==> src/rtl/icache_responder.sv <==
// Direct-mapped, one-word-per-line instruction cache. Hits answer one edge after
// the fetch strobe; misses refill a single word over a req/ack/valid handshake.
module icache_responder #(
    parameter int ADDR_W  = 32,
    parameter int INST_W  = 32,
    parameter int INDEX_W = 6
) (
    input  logic              clk,
    input  logic              rst,
    input  logic              pc_ce,
    input  logic [ADDR_W-1:0] pc_addr,
    output logic              inst_enable,
    output logic [INST_W-1:0] inst,
    input  logic              flush,
    output logic              mem_req,
    output logic [ADDR_W-1:0] mem_addr,
    input  logic              mem_ack,
    input  logic              mem_valid,
    input  logic [INST_W-1:0] mem_data
);

    localparam int LINES = 1 << INDEX_W;
    localparam int TAG_W = ADDR_W - INDEX_W - 2;

    typedef enum logic [1:0] {
        IDLE,
        MEM_REQ,
        MEM_WAIT
    } state_t;

    state_t              state_q, state_d;
    logic [LINES-1:0]    valid_q;
    logic [TAG_W-1:0]    tag_mem  [LINES];
    logic [INST_W-1:0]   data_mem [LINES];

    logic [ADDR_W-3:0]   req_word_q, req_word_d;
    logic [INST_W-1:0]   inst_q, inst_d;
    logic                inst_enable_q, inst_enable_d;
    logic                mem_req_q, mem_req_d;
    logic [ADDR_W-1:0]   mem_addr_q, mem_addr_d;

    logic [INDEX_W-1:0]  fetch_index;
    logic [TAG_W-1:0]    fetch_tag;
    logic [INDEX_W-1:0]  fill_index;
    logic [TAG_W-1:0]    fill_tag;
    logic                hit;
    logic                fill_done;
    logic                install;
    logic                unused_addr_bits;

    // Byte offset within the word carries no information for a word cache.
    assign unused_addr_bits = ^pc_addr[1:0];

    assign fetch_index = pc_addr[INDEX_W+1:2];
    assign fetch_tag   = pc_addr[ADDR_W-1:INDEX_W+2];
    assign fill_index  = req_word_q[INDEX_W-1:0];
    assign fill_tag    = req_word_q[ADDR_W-3:INDEX_W];
    assign hit         = valid_q[fetch_index] && (tag_mem[fetch_index] == fetch_tag);

    // Flush on the completing edge wins: the word is delivered but not kept.
    assign install = fill_done && !flush;

    always_comb begin
        // NOTE: every always_comb output gets a default first so no path infers a latch.
        state_d       = state_q;
        req_word_d    = req_word_q;
        inst_d        = inst_q;
        inst_enable_d = 1'b0;
        mem_req_d     = mem_req_q;
        mem_addr_d    = mem_addr_q;
        fill_done     = 1'b0;

        unique case (state_q)
            IDLE: begin
                if (!flush && pc_ce) begin
                    if (hit) begin
                        inst_d        = data_mem[fetch_index];
                        inst_enable_d = 1'b1;
                    end else begin
                        req_word_d = pc_addr[ADDR_W-1:2];
                        mem_req_d  = 1'b1;
                        mem_addr_d = {pc_addr[ADDR_W-1:2], 2'b00};
                        state_d    = MEM_REQ;
                    end
                end
            end
            MEM_REQ: begin
                if (mem_ack) begin
                    if (mem_valid) begin
                        fill_done = 1'b1;
                    end else begin
                        mem_req_d = 1'b0;
                        state_d   = MEM_WAIT;
                    end
                end
            end
            MEM_WAIT: begin
                if (mem_valid) begin
                    fill_done = 1'b1;
                end
            end
            default: begin
                state_d = IDLE;
            end
        endcase

        if (fill_done) begin
            inst_d        = mem_data;
            inst_enable_d = 1'b1;
            mem_req_d     = 1'b0;
            state_d       = IDLE;
        end
    end

    // NOTE: sequential state uses non-blocking assignments so all registers update together.
    always_ff @(posedge clk or negedge rst) begin
        if (!rst) begin
            state_q       <= IDLE;
            req_word_q    <= '0;
            inst_q        <= '0;
            inst_enable_q <= 1'b0;
            mem_req_q     <= 1'b0;
            mem_addr_q    <= '0;
        end else begin
            state_q       <= state_d;
            req_word_q    <= req_word_d;
            inst_q        <= inst_d;
            inst_enable_q <= inst_enable_d;
            mem_req_q     <= mem_req_d;
            mem_addr_q    <= mem_addr_d;
        end
    end

    always_ff @(posedge clk or negedge rst) begin
        if (!rst) begin
            valid_q <= '0;
        end else if (flush) begin
            valid_q <= '0;
        end else if (install) begin
            valid_q[fill_index] <= 1'b1;
        end
    end

    // NOTE: tag/data arrays are not reset; the valid bits alone decide whether a line is usable.
    always_ff @(posedge clk) begin
        if (install) begin
            tag_mem[fill_index]  <= fill_tag;
            data_mem[fill_index] <= mem_data;
        end
    end

    assign inst        = inst_q;
    assign inst_enable = inst_enable_q;
    assign mem_req     = mem_req_q;
    assign mem_addr    = mem_addr_q;

endmodule

==> config.mk <==
export PLATFORM = sky130hd
export DESIGN_NAME = icache_responder
export DESIGN_NICKNAME = d
export VERILOG_FILES = /design/src/rtl/icache_responder.sv
export SDC_FILE = /design/constraint.sdc
export NUM_CORES = 2
export LEC_CHECK = 0
export BUFFER_PORTS_ARGS = -buffer_cell sky130_fd_sc_hd__clkbuf_2
export CAP_MARGIN = 20
export CORE_ASPECT_RATIO = 0.8
export CORE_MARGIN = 4
export CORE_UTILIZATION = 60
export DETAILED_ROUTE_END_ITERATION = 7
export MAX_ROUTING_LAYER = met4
export PLACE_DENSITY = 0.76
export REMOVE_ABC_BUFFERS = 1
export SYNTH_ARGS = -nofsm -noshare
export SYNTH_HDL_FRONTEND = slang
export SYNTH_SLANG_ARGS = --single-unit
==> constraint.sdc <==
create_clock -name clk -period 6.1 [get_ports clk]
set_clock_uncertainty 0.15 [all_clocks]
set_input_delay 0.61 -clock clk [delete_from_list [all_inputs] [get_ports clk]]
set_output_delay 0.61 -clock clk [all_outputs]
set_load 0.01 [all_outputs]
# Yosys cells after proc, flatten, opt, wreduce, memory -nomap -nowiden
# Memories as Yosys holds them, arrays and structs flattened.
# Index checks and enable logic that the tools add are counted.
[totals]
ff_bits = 130
ramBits = 3584
input_bits = 70
elab_cells = 67
n_memories = 2
[classes]
n_lt_le_gt_ge = 3
n_eq_ne = 8
n_mux = 31
bitwise = 2
n_reduce_logical = 15
[memory_table]
columns = ["name", "depth", "width", "rd", "rd_clocked_by_memory_dff", "write_ports", "line_no", "source"]
rows = [
  ["data_mem", 64, 32, 1, 0, 1, "34", "logic [INST_W-1:0] data_mem [LINES];"],
  ["tag_mem", 64, 24, 1, 0, 1, "33", "logic [TAG_W-1:0] tag_mem [LINES];"],
]
[ops]
columns = ["operator", "n"]
rows = [
  ["32-bit 2-to-1 mux", 4],
  ["64-bit 2-to-1 mux", 2],
  ["64-bit OR", 1],
  ["24-bit == test", 1],
  ["1-bit 2-to-1 mux", 15],
  ["6-bit by 7-bit < comparator with 1-bit output, second input constant", 2],
  ["3-bit != test, second input constant", 4],
  ["2-bit 2-to-1 mux", 5],
  ["5-bit AND reduction", 2],
  ["2-bit nonzero test", 4],
  ["1-bit binary-select mux with 6-bit select", 1],
  ["1-bit demux with 6-bit select", 1],
  ["6-bit by 1-bit >= comparator with 1-bit output, second input constant", 1],
  ["2-bit one-hot mux with 3 select lines", 1],
  ["3-bit AND reduction", 2],
  ["1-bit logical AND", 4],
  ["1-bit one-hot mux with 2 select lines", 2],
  ["3-bit nonzero test", 1],
  ["2-bit by 1-bit == test with 1-bit output, second input constant", 1],
  ["2-bit == test, second input constant", 1],
  ["2-bit logical NOT", 1],
  ["2-bit != test, second input constant", 1],
  ["1-bit logical NOT", 1],
  ["1-bit NOT", 1],
]

# Depth between registers and ports, before layout
[logic_depth]
depth_word = 7
ltp_mapped = 18
depth_no_buf = 11

# Least setup slack after synthesis
# OpenSTA, ideal clock, no wires.
[synth_timing]
path_kind = "reg-to-reg"
from = "reg state_q[1]"
to = "mem data_mem[40][0] (enable)"
setup_time_ps = 470
arrival_ps = 3961
setup_slack_ps = 1519
path_stages_with_launch = 9
cell_sequence = "dfrtp_1 -> inv_1 -> ha_1 -> a21o_1 -> nor2b_1 -> clkbuf_1 -> nand4_1 -> clkbuf_1 -> nor2_1"
[synth_via]
elab_chain_len = 5
[synth_rtl]
columns = ["item", "line_no", "source"]
rows = [
  ["from (decl)", "31", "state_t state_q, state_d;"],
  ["from (signal assigned)", "125", "state_q <= state_d;"],
  ["2-bit == test / 2-bit by 1-bit == test with 1-bit output (equally long branches)", "73", "unique case (state_q)"],
  ["1-bit one-hot mux with 2 select lines *", "73", ""],
  ["1-bit logical AND *", "61", "assign install = fill_done && !flush;"],
  ["1-bit 2-to-1 mux *", "146", "if (install) begin"],
  ["1-bit 2-to-1 mux (not written as such) *", "148", "data_mem[fill_index] <= mem_data;"],
  ["to (decl)", "34", ""],
]
# Mark *: on every way between the ends. The rest lies on a longest branch, timed or not.

# Final worst setup path
[layout_timing]
from = "in pc_addr[3]"
to = "reg mem_addr_q[13], in the netlist mem_addr[13]"
[layout_via]
elab_chain_len = 5
[layout_rtl]
columns = ["item", "line_no", "source"]
rows = [
  ["from (decl)", "11", "input logic [ADDR_W-1:0] pc_addr,"],
  ["memory read 64 x 24 bit / 1-bit binary-select mux with 6-bit select (equally long branches)", "--", ""],
  ["24-bit == test / 1-bit 2-to-1 mux (equally long branches)", "58", "assign hit = valid_q[fetch_index] && (tag_mem[fetch_index] == fetch_tag);"],
  ["1-bit logical AND *", "58", ""],
  ["1-bit NOT (no line) *", "--", ""],
  ["3-bit AND reduction (no line) *", "--", ""],
  ["to (signal assigned)", "130", "mem_addr_q <= mem_addr_d;"],
  ["to (decl)", "40", "logic [ADDR_W-1:0] mem_addr_q, mem_addr_d;"],
]
# Mark *: on every way between the ends. The rest lies on a longest branch, timed or not. The select of a mux whose other input is x is not followed.
# A chain may end at the register's enable or synchronous reset.

==> results.toml <==
[synth]
netlist_instances = 6204
post-synth-top-count-cell = "edfxtp_1"
synth_edf_count = 3584
synth_seq_cells = 3714
ys_top_cells_by_area = "edfxtp_1 (75%), mux4_2 (16%), dfrtp_1 (2.3%)"
synth_area_um2 = 143000
synth_commonest_cells = "edfxtp_1 (3584), mux4_2 (993), mux2i_1 (213), nor2_1 (144), dfrtp_1 (130)"
yosysWarnings = 0
syn_avg_cell_area_um2 = 23.0
async_flop_share_pct = 3.50
synth_seq_area_share_pct = 77.7
synth_top_flop_cell = "edfxtp_1"
yosysTopAreaCellShare_pct = 75.4
yosysTopAreaCell = "edfxtp_1"
yosys.cell_types.count = 73

[worst_hold_path]
hold-path-cell-count = 1
hold_class = "primary input to register"

[route]
drt_pass1_iterations = 8
wl_mm = 413
drc_errors = 0
dr_total_vias = 74025
avgRoutedWirePerCell_um = 40.9
first_iter_violations = 15035
antenna_left = 0
via_per_inst = 7.33

[layout]
layout-drive-gt1-share_pct = 29.1
fillers = 13553
multi_input_area_um2 = 30400
final_util_pct = 68.6
area_delta_synth_final_pct = 13.3
finalNonFillerCells = 10097
seq_area_um2 = 111000
final_nets = 6742

[cts]
cts_hold_buf = 25
cts_tree = "done"
cts_resized = 0
insertion_delay_ns = 0.92
clockBufferDepth = 4
cts.sinks = 3714
cts_buffers = 347
clk_pin_slew_ns = 0.06
cts_setup_buffers = 0
cts_root_buffer = "clkbuf_16"
htree_levels = 5

[critical_path]
setup.worst_path.start_class = "primary input"
endpoint_kind = "register"
crit_slowest_cell = "nor2b_1"
crit_type = "primary input to register"
crit_required_ns = 6.69
arrival_ns = 5.76
cp_cell_sequence = "buf_8 > nor2b_1 > a22oi_1 > and3_1 > or4_1 > a22oi_1 > xor2_1 > nand3_1 > nor4_2 > buf_4 > nand4b_1 > and2_2 > buf_4 > mux2_1"
crit_cells = 14
r2r_cells = 13
crit_buf_inv = 3
worstPathMaxFanout = 51
max_stage_delay_ns = 0.70
critical-path-top-delay-family = "simple AND/OR/NAND/NOR gates"

[sta]
fin_crit_ns = 5.17
holdWs_ns = 0.0207
final.period_utilization_pct = 84.7
finalHoldViolCount = 0
worst_pin_slew_ns = 1.20
fmax_mhz = 194
relSlewSlack_pct = 19.5
fin_ws_ns = 0.934
rsz0062_at_grt = "false"
slew_violations = 0
setup_violations = 0

[floorplanning]
die_w_um = 553
rows = 159
start_util_pct = 60.6
die_area_um2 = 246000
pin_count = 136
die_h_um = 444
core_um2 = 236000

[placed_design]
numPortBuffers = 131
dpl.cell_count = 9373
gp_congestion = 0.839
hpwl_mm = 194
pre_cts_slack_ns = 0.234

[pwr]
comb_power_share_pct = 8.3
intPower_w = 0.0439
power.share.clock_pct = 38.5
swShare_pct = 23.5
seq_power_share_pct = 53.1
p_leak_nw = 51.5
p_switching_w = 0.0134
p_total_w = 0.0573
p_per_area_nw_per_um2 = 354
peakVddDrop_uv = 242

[grt]
gr-total-overflow = 0
grt_util_all_layers_pct = 34.7
grt_pass1_wl_mm = 574
grt_max_degree = 126
antenna_found_initial = 7
grt_pass1_vias = 72150

[job]
cap_viol_max_count = 0

[run_status]
status = "completed"
## cell families after synthesis
family / share of synthesized area (%)
and+or+nand+nor: 1.38
xor gates and xnor gates: 0.153
adders and majority gates: 0.0263
other: 0.00263
muxes: 17.7
AOI/OAI and AO/OA: 1.69
buffers and inverters: 1.38
DFF: 77.7
## metrics by stage
| step | setup TNS (ns) | area (µm²) |
|---|---|---|
| 2_1_floorplan | -37.91 | 141000 |
| 3_3_place_gp | 0 | 149000 |
| 3_5_place_dp | 0 | 149000 |
| 4_1_cts | 0 | 161000 |
| 5_1_grt | 0 | 162000 |
| 6_report | 0 | 162000 |
## sequential cells by signal, summed over array words and instances (netlist names)
name / flops
tag_mem: 1536
state_q: 2
inst_enable: 1
mem_req: 1
valid_q: 64
mem_addr: 30
data_mem: 2048
inst: 32
## power groups by stage
stage	Sequential, W	Combinational [W]	Clock, W
2_1_floorplan	0.0315	0.00148	0
3_3_place_gp	0.0310	0.00422	0
3_5_place_dp	0.0311	0.00438	0
4_1_cts	0.0306	0.00446	0.0222
5_1_grt	0.0305	0.00499	0.0233
6_report	0.0304	0.00477	0.0221
## final timing paths
check                                 from          endpoint  slack [ns]
setup / recovery                pc_addr[3]      mem_addr[13]        0.93
hold / removal                mem_data[24]  data_mem[59][24]        0.02
setup reg to reg           tag_mem[57][11]      mem_addr[13]        1.29
hold reg to reg                valid_q[27]       valid_q[27]        0.38
max in group asynchronous              rst      mem_addr[27]        3.83
min in group asynchronous              rst      mem_addr[18]        0.26
## cell usage in the layout, fill, tap and decap left out, types with 35 or more instances in the layout
master | Yosys | routed
edfxtp_1 | 3584 | 3584
mux4_2 | 993 | 993
clkbuf_16 | 0 | 352
mux2i_1 | 213 | 213
buf_4 | 35 | 169
clkbuf_2 | 0 | 124
dfrtp_1 | 130 | 116
buf_12 | 0 | 112
nand2_1 | 97 | 97
o22ai_1 | 90 | 90
clkbuf_1 | 124 | 88
nor2_1 | 144 | 79
inv_1 | 70 | 69
nor2_4 | 0 | 64
a21oi_1 | 57 | 57
clkinv_1 | 1 | 55
a22oi_1 | 53 | 53
dlygate4sd3_1 | 0 | 53
clkinv_2 | 0 | 52
nand3_1 | 41 | 40
bufinv_16 | 0 | 39
nor2b_1 | 36 | 35
mux2_2 | 35 | 35
## layer usage
layer | routed length (µm) | global-route usage [%] | vias up
met5 | 0 | - | -
met4 | 20300 | 13.8 | 0
met3 | 64800 | 8.87 | 1215
met2 | 189000 | 50.2 | 7074
met1 | 139000 | 48.4 | 38419
li1 | - | - | 27317
## cell type report
class	instances	share of cell area, %
Timing Repair Buffer	463	2.93
Clock inverter	181	1.29
Clock buffer	454	5.77
Multi-Input combinational cell	2071	18.8
Tap cell	3139	2.43
Sequential cell	3714	68.6
Antenna cell	3	0.00464
Inverter	72	0.170
(Power assumes the default switching activity.)
